[config.mk]
export PLATFORM = sky130hd
export DESIGN_NAME = seq_div
export DESIGN_NICKNAME = d
export VERILOG_FILES = /design/src/rtl/div_pkg.sv /design/src/rtl/div_step.sv /design/src/rtl/seq_div.sv
export SDC_FILE = /design/constraint.sdc
export NUM_CORES = 1
export LEC_CHECK = 0
export ABC_AREA = 0
export BUFFER_PORTS_ARGS = -buffer_cell sky130_fd_sc_hd__buf_2
export CAP_MARGIN = 20
export CORE_MARGIN = 2
export CORE_UTILIZATION = 45
export DETAILED_ROUTE_END_ITERATION = 7
export HOLD_SLACK_MARGIN = 0.06
export PLACE_DENSITY_LB_ADDON = 0.2
export SLEW_MARGIN = 25
export SYNTH_ARGS = -nofsm -noshare
export SYNTH_HDL_FRONTEND = slang
export SYNTH_SLANG_ARGS = --single-unit
[constraint.sdc]
create_clock -name clk -period 2.6 [get_ports clk]
set_clock_uncertainty 0.2 [all_clocks]
set_input_delay 0.65 -clock clk [delete_from_list [all_inputs] [get_ports clk]]
set_output_delay 0.65 -clock clk [all_outputs]
set_load 0.03 [all_outputs]
[src/rtl/div_pkg.sv]
// Shared definitions for the sequential sign-magnitude divider: FSM states,
// sign-bit index helpers and the zero-magnitude constant used by the flag logic.
package div_pkg;

    typedef enum logic [1:0] {
        IDLE = 2'd0,
        DIV  = 2'd1,
        DONE = 2'd2
    } div_state_e;

    // Wide enough for any practical MAG_W; callers slice the low MAG_W bits.
    localparam logic [15:0] MAG_ZERO = 16'h0000;

    function automatic int unsigned op_sign_idx(input int unsigned mag_w);
        return mag_w;
    endfunction

    function automatic int unsigned res_sign_idx(input int unsigned mag_w);
        return 2 * mag_w;
    endfunction

endpackage

[src/rtl/div_step.sv]
// One combinational restoring-division step: shift in a dividend bit,
// conditionally subtract the divisor and emit the quotient bit.
module div_step
    import div_pkg::*;
#(
    parameter int MAG_W = 2
) (
    input  logic [MAG_W-1:0] prem,
    input  logic             din,
    input  logic [MAG_W-1:0] divisor,
    output logic [MAG_W-1:0] prem_next,
    output logic             qbit
);

    logic [MAG_W:0] shifted_s;

    assign shifted_s = {prem, din};

    // Compare and restore; when the subtraction is taken the result is below the divisor, so MAG_W bits suffice.
    always_comb begin
        prem_next = shifted_s[MAG_W-1:0];
        qbit      = 1'b0;
        if (shifted_s >= {1'b0, divisor}) begin
            prem_next = shifted_s[MAG_W-1:0] - divisor;
            qbit      = 1'b1;
        end else begin
            prem_next = shifted_s[MAG_W-1:0];
            qbit      = 1'b0;
        end
    end

endmodule

[src/rtl/seq_div.sv]
// Sequential sign-magnitude divider: restoring loop, one quotient bit per cycle,
// start/busy/done handshake, registered quotient, remainder and flags.
module seq_div
    import div_pkg::*;
#(
    parameter int MAG_W = 2
) (
    input  logic               clk,
    input  logic               rst_n,
    input  logic               start,
    input  logic [MAG_W:0]     A,
    input  logic [MAG_W:0]     B,
    output logic               busy,
    output logic               done,
    output logic [2*MAG_W:0]   R,
    output logic [MAG_W:0]     REM,
    output logic               SF,
    output logic               ZF,
    output logic               DZF
);

    localparam int unsigned      OS       = op_sign_idx(MAG_W);
    localparam int unsigned      RS       = res_sign_idx(MAG_W);
    localparam int unsigned      CNT_W    = (MAG_W > 1) ? $clog2(MAG_W) : 1;
    localparam logic [CNT_W-1:0] CNT_LAST = CNT_W'(MAG_W - 1);
    localparam logic [MAG_W-1:0] ZERO_M   = MAG_ZERO[MAG_W-1:0];

    div_state_e       state_r, state_n;
    logic [MAG_W-1:0] a_sh_r, a_sh_n, b_mag_r, b_mag_n;
    logic [MAG_W-1:0] prem_r, prem_n, quo_r, quo_n;
    logic             sa_r, sa_n, sb_r, sb_n;
    logic [CNT_W-1:0] cnt_r, cnt_n;
    logic [2*MAG_W:0] r_r, r_n;
    logic [MAG_W:0]   rem_r, rem_n;
    logic             sf_r, sf_n, zf_r, zf_n, dzf_r, dzf_n;
    logic [MAG_W-1:0] step_rem_s;
    logic             step_q_s;

    div_step #(.MAG_W(MAG_W)) u_step (
        .prem      (prem_r),
        .din       (a_sh_r[MAG_W-1]),
        .divisor   (b_mag_r),
        .prem_next (step_rem_s),
        .qbit      (step_q_s)
    );

    // Next-state and datapath update; result registers only change on a completion edge.
    always_comb begin
        state_n = state_r;
        a_sh_n  = a_sh_r;
        b_mag_n = b_mag_r;
        prem_n  = prem_r;
        quo_n   = quo_r;
        sa_n    = sa_r;
        sb_n    = sb_r;
        cnt_n   = cnt_r;
        r_n     = r_r;
        rem_n   = rem_r;
        sf_n    = sf_r;
        zf_n    = zf_r;
        dzf_n   = dzf_r;
        case (state_r)
            IDLE: begin
                if (start) begin
                    a_sh_n  = A[MAG_W-1:0];
                    b_mag_n = B[MAG_W-1:0];
                    sa_n    = A[OS];
                    sb_n    = B[OS];
                    prem_n  = ZERO_M;
                    quo_n   = ZERO_M;
                    cnt_n   = {CNT_W{1'b0}};
                    if (B[MAG_W-1:0] == ZERO_M) begin
                        state_n = DONE;
                        r_n     = {(2*MAG_W+1){1'b0}};
                        rem_n   = {(MAG_W+1){1'b0}};
                        sf_n    = 1'b0;
                        zf_n    = 1'b1;
                        dzf_n   = 1'b1;
                    end else begin
                        state_n = DIV;
                    end
                end else begin
                    state_n = IDLE;
                end
            end
            DIV: begin
                prem_n   = step_rem_s;
                quo_n    = quo_r << 1;
                quo_n[0] = step_q_s;
                a_sh_n   = a_sh_r << 1;
                cnt_n    = cnt_r + CNT_W'(1);
                if (cnt_r == CNT_LAST) begin
                    state_n            = DONE;
                    r_n                = {(2*MAG_W+1){1'b0}};
                    r_n[MAG_W-1:0]     = quo_n;
                    r_n[RS]            = (sa_r ^ sb_r) & (quo_n != ZERO_M);
                    rem_n              = {sa_r & (step_rem_s != ZERO_M), step_rem_s};
                    sf_n               = (sa_r ^ sb_r) & (quo_n != ZERO_M);
                    zf_n               = (quo_n == ZERO_M);
                    dzf_n              = 1'b0;
                end else begin
                    state_n = DIV;
                end
            end
            DONE: begin
                state_n = IDLE;
            end
            default: begin
                state_n = IDLE;
            end
        endcase
    end

    // State and datapath registers.
    always_ff @(posedge clk or negedge rst_n) begin
        if (!rst_n) begin
            state_r <= IDLE;
            a_sh_r  <= ZERO_M;
            b_mag_r <= ZERO_M;
            prem_r  <= ZERO_M;
            quo_r   <= ZERO_M;
            sa_r    <= 1'b0;
            sb_r    <= 1'b0;
            cnt_r   <= {CNT_W{1'b0}};
            r_r     <= {(2*MAG_W+1){1'b0}};
            rem_r   <= {(MAG_W+1){1'b0}};
            sf_r    <= 1'b0;
            zf_r    <= 1'b0;
            dzf_r   <= 1'b0;
        end else begin
            state_r <= state_n;
            a_sh_r  <= a_sh_n;
            b_mag_r <= b_mag_n;
            prem_r  <= prem_n;
            quo_r   <= quo_n;
            sa_r    <= sa_n;
            sb_r    <= sb_n;
            cnt_r   <= cnt_n;
            r_r     <= r_n;
            rem_r   <= rem_n;
            sf_r    <= sf_n;
            zf_r    <= zf_n;
            dzf_r   <= dzf_n;
        end
    end

    assign busy = (state_r != IDLE);
    assign done = (state_r == DONE);
    assign R    = r_r;
    assign REM  = rem_r;
    assign SF   = sf_r;
    assign ZF   = zf_r;
    assign DZF  = dzf_r;

endmodule
# ---- After elaboration in Yosys (flattened, before gate mapping)
# Cells that the tools add are included.
dict set report op_classes {
  order_cmp 1
  mux 31
  reduce_logical 10
  add_sub_neg 2
  bitwise_logic 3
  n_eq_ne 5
}
# cell n
set op_table {}
lappend op_table {{5-bit two-way mux} 3}
lappend op_table {{2-bit two-way mux} 6}
lappend op_table {{2-bit case mux with 2 select lines} 3}
lappend op_table {{1-bit case mux with 2 select lines} 5}
lappend op_table {{5-bit case mux with 2 select lines} 1}
lappend op_table {{1-bit two-way mux} 9}
lappend op_table {{3-bit two-way mux} 3}
lappend op_table {{2-bit nonzero test} 4}
lappend op_table {{2-bit zero test} 3}
lappend op_table {{2-bit inequality test (second input constant)} 3}
lappend op_table {{3-bit case mux with 2 select lines} 1}
lappend op_table {{2-bit AND reduction} 2}
lappend op_table {{4-bit AND reduction} 1}
lappend op_table {{3-bit by 2-bit >= comparator with 1-bit output} 1}
lappend op_table {{1-bit AND} 2}
lappend op_table {{2-bit by 1-bit equality test with 1-bit output (second input constant)} 1}
lappend op_table {{2-bit equality test (second input constant)} 1}
lappend op_table {{2-bit subtractor} 1}
lappend op_table {{1-bit adder (second input constant)} 1}
lappend op_table {{1-bit bitwise XOR} 1}
dict set report word_totals {
  word_cells 65
  ff_bits 23
}

# ---- Longest topological paths before layout
# Gate-level depths: netlist (run 1).
dict set report depth {
  word_depth 6
  ltp_mapped 6
}

# ---- By module
# A second synthesis (run 1) with hierarchy kept.
dict set report hier_totals {
  cells_unflattened 81
  hier_area_um2 968.4
}
# module instances area_each_um2 seq_area_each_um2 cells_per_inst
set by_module_without_submodules {}
lappend by_module_without_submodules {seq_div 1 869.6 500.5 68}
lappend by_module_without_submodules {div_step 1 98.8 0.0 13}

# ---- Worst setup path after synthesis (run 1)
# OpenSTA, ideal clock, no wires.
dict set report synth_timing {
  kind {input port to flip-flop}
  startpoint {in B[1]}
  endpoint {reg rem_r[1], in the netlist REM[1]}
  stages 3
  slack_ns 0.649
  path_buffers 0
  setup_ns 0.121
  arrival_time_ns 1.630
  t_required_ns 2.279
  path_cell_list {or4b_1 a21o_1 a22o_1}
}
dict set report synth_between {
  elab_chain_cells 3
}
# element line
set synth_lines {}
lappend synth_lines {{start: declaration} seq_div.sv:12} ;# input logic [MAG_W:0] B,
lappend synth_lines {{2-bit zero test} seq_div.sv:72} ;# if (B[MAG_W-1:0] == ZERO_M) begin
lappend synth_lines {{2-bit inequality test (no source line)} -}
lappend synth_lines {{4-bit AND reduction (no source line)} -}
lappend synth_lines {{end signal: assignment} seq_div.sv:126} ;# rem_r <= {(MAG_W+1){1'b0}};
lappend synth_lines {{end signal: assignment} seq_div.sv:140} ;# rem_r <= rem_n;
lappend synth_lines {{end: declaration} seq_div.sv:34} ;# logic [MAG_W:0] rem_r, rem_n;
# Every way passes these cells.
# A chain may end at the register's enable or synchronous reset.

# ---- Worst setup path in the final report (run 1)
dict set report layout_timing {
  startpoint {reg state_r[1]}
  endpoint {out busy}
}
dict set report layout_between {
  elab_chain_cells 1
}
# element line
set layout_lines {}
lappend layout_lines {{start: declaration} seq_div.sv:28} ;# div_state_e state_r, state_n;
lappend layout_lines {{start signal: assignment} seq_div.sv:131} ;# state_r <= state_n;
lappend layout_lines {{2-bit nonzero test} seq_div.sv:147} ;# assign busy = (state_r != IDLE);
lappend layout_lines {{end: declaration} seq_div.sv:13} ;# output logic busy,
# Every way passes these cells.

==> metrics, run 1 <==
GRT Util Overall=about 16%; Netlist cell types=30; MaxCap Viol Count=0; Post-synth EDFFs=0; DRC=0; vias per cell=between 5 and 6; status=completed; syn_area_per_cell=slightly above 10 um2; pwr dens=between 1000 and 1500 nW/um2; CTS tree=yes; Die Width=49.6 um; dpl hpwl=between 1000 and 1500 um; RSZ-0062 raised after global routing=no; Clock transition at path regs=around 0.11 ns; Post-Syn Area=937 um2; first-pass iteration count of the detailed router=4; top cells by area, synth=dfrtp_1, o21ai_0, nand2_1; Worst Path Arrival=between 1 and 1.5 ns; layout cells sized above 1=25.5%; die footprint=~2500 um2; Worst path max stage delay=roughly 0.50 ns; setup TNS=0 ns; total power=about 0.0015 W; Initial Util=roughly 48%; switching share of power=~42%; number of clock sinks=20; Post-CTS Hold Fix Bufs=0; Vert. Die Dim=between 40 and 50 um; initial antenna violation count=0; vias in the first global route=671; Final Wtd Congestion=between 0.7 and 0.8; Starting DRT DRC Count=14; Worst VDD drop=between 0.8 and 0.9 mV; Final #Nets=between 100 and 150; most common cell in the netlist=dfrtp_1; synth cell count leaders=dfrtp_1, nand2_1, o21ai_0; boundary pin count=22; crit-path cells=or2_2 > buf_2; Max-slew headroom=roughly 56%; Detail Route Antenna Nets=0; ys flop type=dfrtp_1; CP Data Required Time=between 1.5 and 2 ns; Core ar.=between 1500 and 2000 um2; CP Launch Point=state_r[1]; worst slew pin tran=~0.65 ns; Top delay family on crit path=flip-flops; Min-Delay Path Class=input pin to asynchronous set/reset pin; Mapped Cells=a little over 90; H-tree levels=1; Final Core Density=55.7%; Total Wirelength=approximately 1600 um; CP Launch Type=flop; post-route setup slack=about 0.44 ns; CTS buffer count=3; worst r2r src=a_sh_r[1]; Final setup viols=0; drt wl/cell=around 12 um; WP buf/inv=1; worst-path fanout max=11; Crit-path slowest cell=dfrtp_1; critical path class=flop to primary output; global-route wire length before repair=3030 um; diode count=0; port bufs=19; Final Hold Fails=0; P_sw=~0.00064 W; Final Critical Period=2.16 ns; setup bufs post-CTS=0; final cycle utilization of the critical path=83.1%; Area growth syn-to-layout=16.6%; Comb power frac=between 40% and 50%; Max clock buf depth=2; Seq pwr share=between 30% and 40%; DP Worst Slack=about 0.44 ns; register area share after synthesis=a little over half; Worst-Skew Late Latency=~0.30 ns; GRT overflow=0; PostCTS Resize Cnt=0; Synth Warn #=0; Core Rows=16; largest net degree at the start of global routing=21; clk root buf=clkbuf_4; top-area cell type share of the netlist area=53.4%; fmax=~460 MHz; Pins Over Slew Limit=0; #FFs+latches synth=20; critical path endpoint category=primary output; LEAKAGE=0.526 nW; Clock power frac=between 10% and 20%; Internal Pwr Total=a little under 0.0009 W; Synth area leader=dfrtp_1; ys async rst share=100%; routed vias=between 700 and 800
-- worst register-to-register path: cells and delay by family (launching register included) --
kind | cells | cell delay [ns]
buffers and inverters | 1 | 0.05
flip-flops | 1 | 0.39
adder cells (fa/ha/maj) | 1 | 0.28
AO/OA/AOI/OAI | 3 | 1.10
-- cells in the final DEF, fill, tap and decap left out, drive strengths merged --
cell type and count:
a2111oi 1, a21boi 1, a21o 1, a21oi 2
a22o 3, a22oi 1, a32o 1, and2 1
buf 19, bufinv 1, clkbuf 3, conb 2
dfrtp 20, ha 2, inv 4, mux2 3
mux2i 1, nand2 11, nand2b 3, nor2 5
nor2b 6, nor3 1, nor3b 1, o21ai 10
o21bai 1, o31ai 2, o41ai 1, or2 1
or4b 1, xor2 1
-- final timing paths --
kind / endpoint / slack [ns] / cells after the start
min in group clk: R[0] / 0.29 / 2
max in group asynchronous: a_sh_r[0] / 1.83 / 1
hold reg to reg: R[0] / 0.29 / 2
setup reg to reg: REM[2] / 0.48 / 5
setup / recovery: busy / 0.44 / 2
hold / removal: b_mag_r[1] / 0.07 / 1
-- sequential cells by signal, indices dropped and copies added, names as in the netlist --
register / count
prem_r: 2
ZF: 1
REM: 3
a_sh_r: 2
b_mag_r: 2
quo_r: 1
sa_r: 1
state_r: 2
DZF: 1
R: 3
cnt_r: 1
sb_r: 1
-- metal layers --
| layer | global-route usage [%] | wire (um) |
|---|---|---|
| met1 | 23.1 | 848 |
| met2 | 24.2 | 726 |
| met3 | 3.03 | 55 |
| met4 | 5.56 | 17 |
| met5 | 0 | 0 |
-- stage by stage --
stage / cell area, um2 / hold slack, ns / instances
floorplan: 941 / 0.154 / 92
global placement: 1040 / 0.274 / 133
detailed placement: 1040 / 0.273 / 133
CTS: 1090 / 0.0865 / 137
global route: 1090 / 0.0846 / 137
finish: 1090 / 0.0696 / 137
-- cells by family (layout without fill, tap and decap cells) --
group	count (synthesis)	in the layout	synth area share, %
AND/OR/NAND/NOR	30	30	16.2
XOR/XNOR	1	1	0.935
other	1	2	0.400
flip-flops	20	20	53.4
adder cells (fa/ha/maj)	2	2	2.67
AO/OA/AOI/OAI	24	24	17.0
buffers and inverters	9	27	4.81
multiplexers	4	4	4.67
-- layout make-up --
cell class	count	area (um2)
tap	27	33.8
inverter	4	15.0
multi-input combinational	63	395
clock buffer	3	22.5
fill	200	870
timing repair buffer	19	95.1
sequential	20	500
clock inverter	1	30.0
-- power groups by stage --
stage / Sequential (W) / Clock [W] / Combinational, W
after floorplan: 0.000618 / 0 / 0.000472
after global placement: 0.000563 / 0 / 0.000695
after detailed placement: 0.000564 / 0 / 0.000704
after CTS: 0.000557 / 0.000251 / 0.000708
after global routing: 0.000584 / 0.000267 / 0.000785
final: 0.000557 / 0.000249 / 0.000706
No activity file was read; power rests on OpenSTA's default activity.
==> run 2, diff against run 1 <==
==> constraint.sdc (replaced) <==
create_clock -name clk -period 2.1 [get_ports clk]
set_clock_uncertainty 0.2 [all_clocks]
set_input_delay 0.525 -clock clk [delete_from_list [all_inputs] [get_ports clk]]
set_output_delay 0.525 -clock clk [all_outputs]
set_load 0.03 [all_outputs]
==> metrics, run 2 (synthesis results as in run 1) <==
clk root buf=clkbuf_4; Worst-Skew Late Latency=~0.30 ns; Final Critical Period=around 2.0 ns; Core ar.=1960 um2; critical path endpoint category=primary output; GRT overflow=0; CTS tree=yes; Worst Path Arrival=1.30 ns; fmax=~500 MHz; number of fill cells in the layout=roughly 200; LEAKAGE=around 0.56 nW; MaxCap Viol Count=0; Starting DRT DRC Count=13; Worst VDD drop=roughly 1 mV; Clock transition at path regs=between 0.1 and 0.15 ns; r2r endpoint=REM[2]; Final #Nets=between 100 and 150; die footprint=between 2000 and 2500 um2; routed vias=725; Crit-path slowest cell=dfrtp_1; layout cells sized above 1=about 29%; flop2flop setup slack=~0.15 ns; WL met3=55 um; GRT Util Overall=16.7%; CP Launch Type=flop; top layer reached by signal wires=met4; Final Hold Fails=0; worst-path fanout max=11; initial antenna violation count=0; most common cell after layout, fill and taps aside=dfrtp_1; drt wl/cell=around 13 um; Max clock buf depth=2; M1 WL=930 um; pwr dens=1760 nW/um2; CP Data Required Time=approximately 1.4 ns; dpl hpwl=between 1000 and 1500 um; Hold Path Stages=2; Core Rows=16; global-route wire length before repair=approximately 3100 um; vias in the first global route=roughly 680; largest net degree at the start of global routing=21; Vert. Die Dim=49.6 um; Min-Delay Path Class=input pin to flop; Final Wtd Congestion=approximately 0.81; Worst path max stage delay=between 0.5 and 0.6 ns; critical path class=flop to primary output; CTS buffer count=3; status=completed; first-pass iteration count of the detailed router=4; CP Launch Point=state_r[0]; final cycle utilization of the critical path=a little over nine tenths; RSZ-0062 raised after global routing=no; Detail Route Antenna Nets=0; worst r2r src=a_sh_r[1]; Total Wirelength=1890 um; DP Worst Slack=around 0.069 ns; H-tree levels=1; post-route setup slack=0.0798 ns; WL met2=roughly 900 um; number of clock sinks=20; Pins Over Slew Limit=0; Top delay family on crit path=flip-flops; diode count=0; total power=~0.0020 W; Die Width=between 40 and 50 um; hold_sp=B[2]; most frequent cells in the layout=dfrtp_1, buf_2, nand2_1; boundary pin count=22; WP buf/inv=1; Worst R2R Path Depth=5; Initial Util=a little under half; vias per cell=a little over 5; crit-path cells=or2_2 > buf_2; Final setup viols=0; hold endpoint=sb_r; setup TNS=0 ns; DRC=0; Area growth syn-to-layout=21.8%; setup bufs post-CTS=0; port bufs=19
-- run 2: cell types whose count changed in the layout (fill, tap and decap cells not counted), sizes merged --
cell | before | now
buf | 19 | 23
dlygate4sd3 | 0 | 1
-- run 2: worst max path at each step --
stage	end	slack, ns	depth (start not counted)
floorplan	REM[2]	0.23	5
global placement	REM[1]	0.06	4
detailed placement	REM[2]	0.07	5
CTS	REM[2]	0.05	5
global route	busy	0.02	2
finish	busy	0.08	2
-- run 2: layout make-up --
| type | count | area (um2) | area share, % |
|---|---|---|---|
| clock inverter | 1 | 30.0 | 2.63 |
| inverter | 4 | 15.0 | 1.32 |
| multi-input combinational | 63 | 404 | 35.4 |
| timing repair buffer | 24 | 135 | 11.8 |
| clock buffer | 3 | 22.5 | 1.97 |
| tap | 27 | 33.8 | 2.96 |
| sequential | 20 | 500 | 43.9 |
-- run 2: layer usage --
metal | up-vias | global-route usage (%)
li1 | 360 | -
met1 | 343 | 23.5
met4 | 0 | 5.56
met3 | 4 | 3.64
met5 | - | 0
met2 | 18 | 25.6
-- run 2: power by group --
group | internal (W) | leakage (nW) | switching, W
logic | 0.000419 | 0.277 | 0.000577
registers | 0.000552 | 0.250 | 0.000148
clock network | 0.000193 | 0.0279 | 0.000121
-- run 2: what timing repair did --
action | CTS | global route
endpoints found under the hold margin | 20 | 0
setup endpoints to repair | 0 | 3
gates resized for setup | 0 | 2
hold buffers | 1 | 0
-- run 2: through the flow --
stage / hold WS (ns) / cell area (um2) / util, % / instances
floorplan: 0.0294 / 941 / - / 92
global placement: 0.263 / 1070 / 54.5 / 137
detailed placement: 0.269 / 1070 / 54.5 / 137
CTS: 0.243 / 1130 / 57.7 / 142
global route: 0.235 / 1140 / 58.2 / 142
finish: 0.246 / 1140 / 58.2 / 142
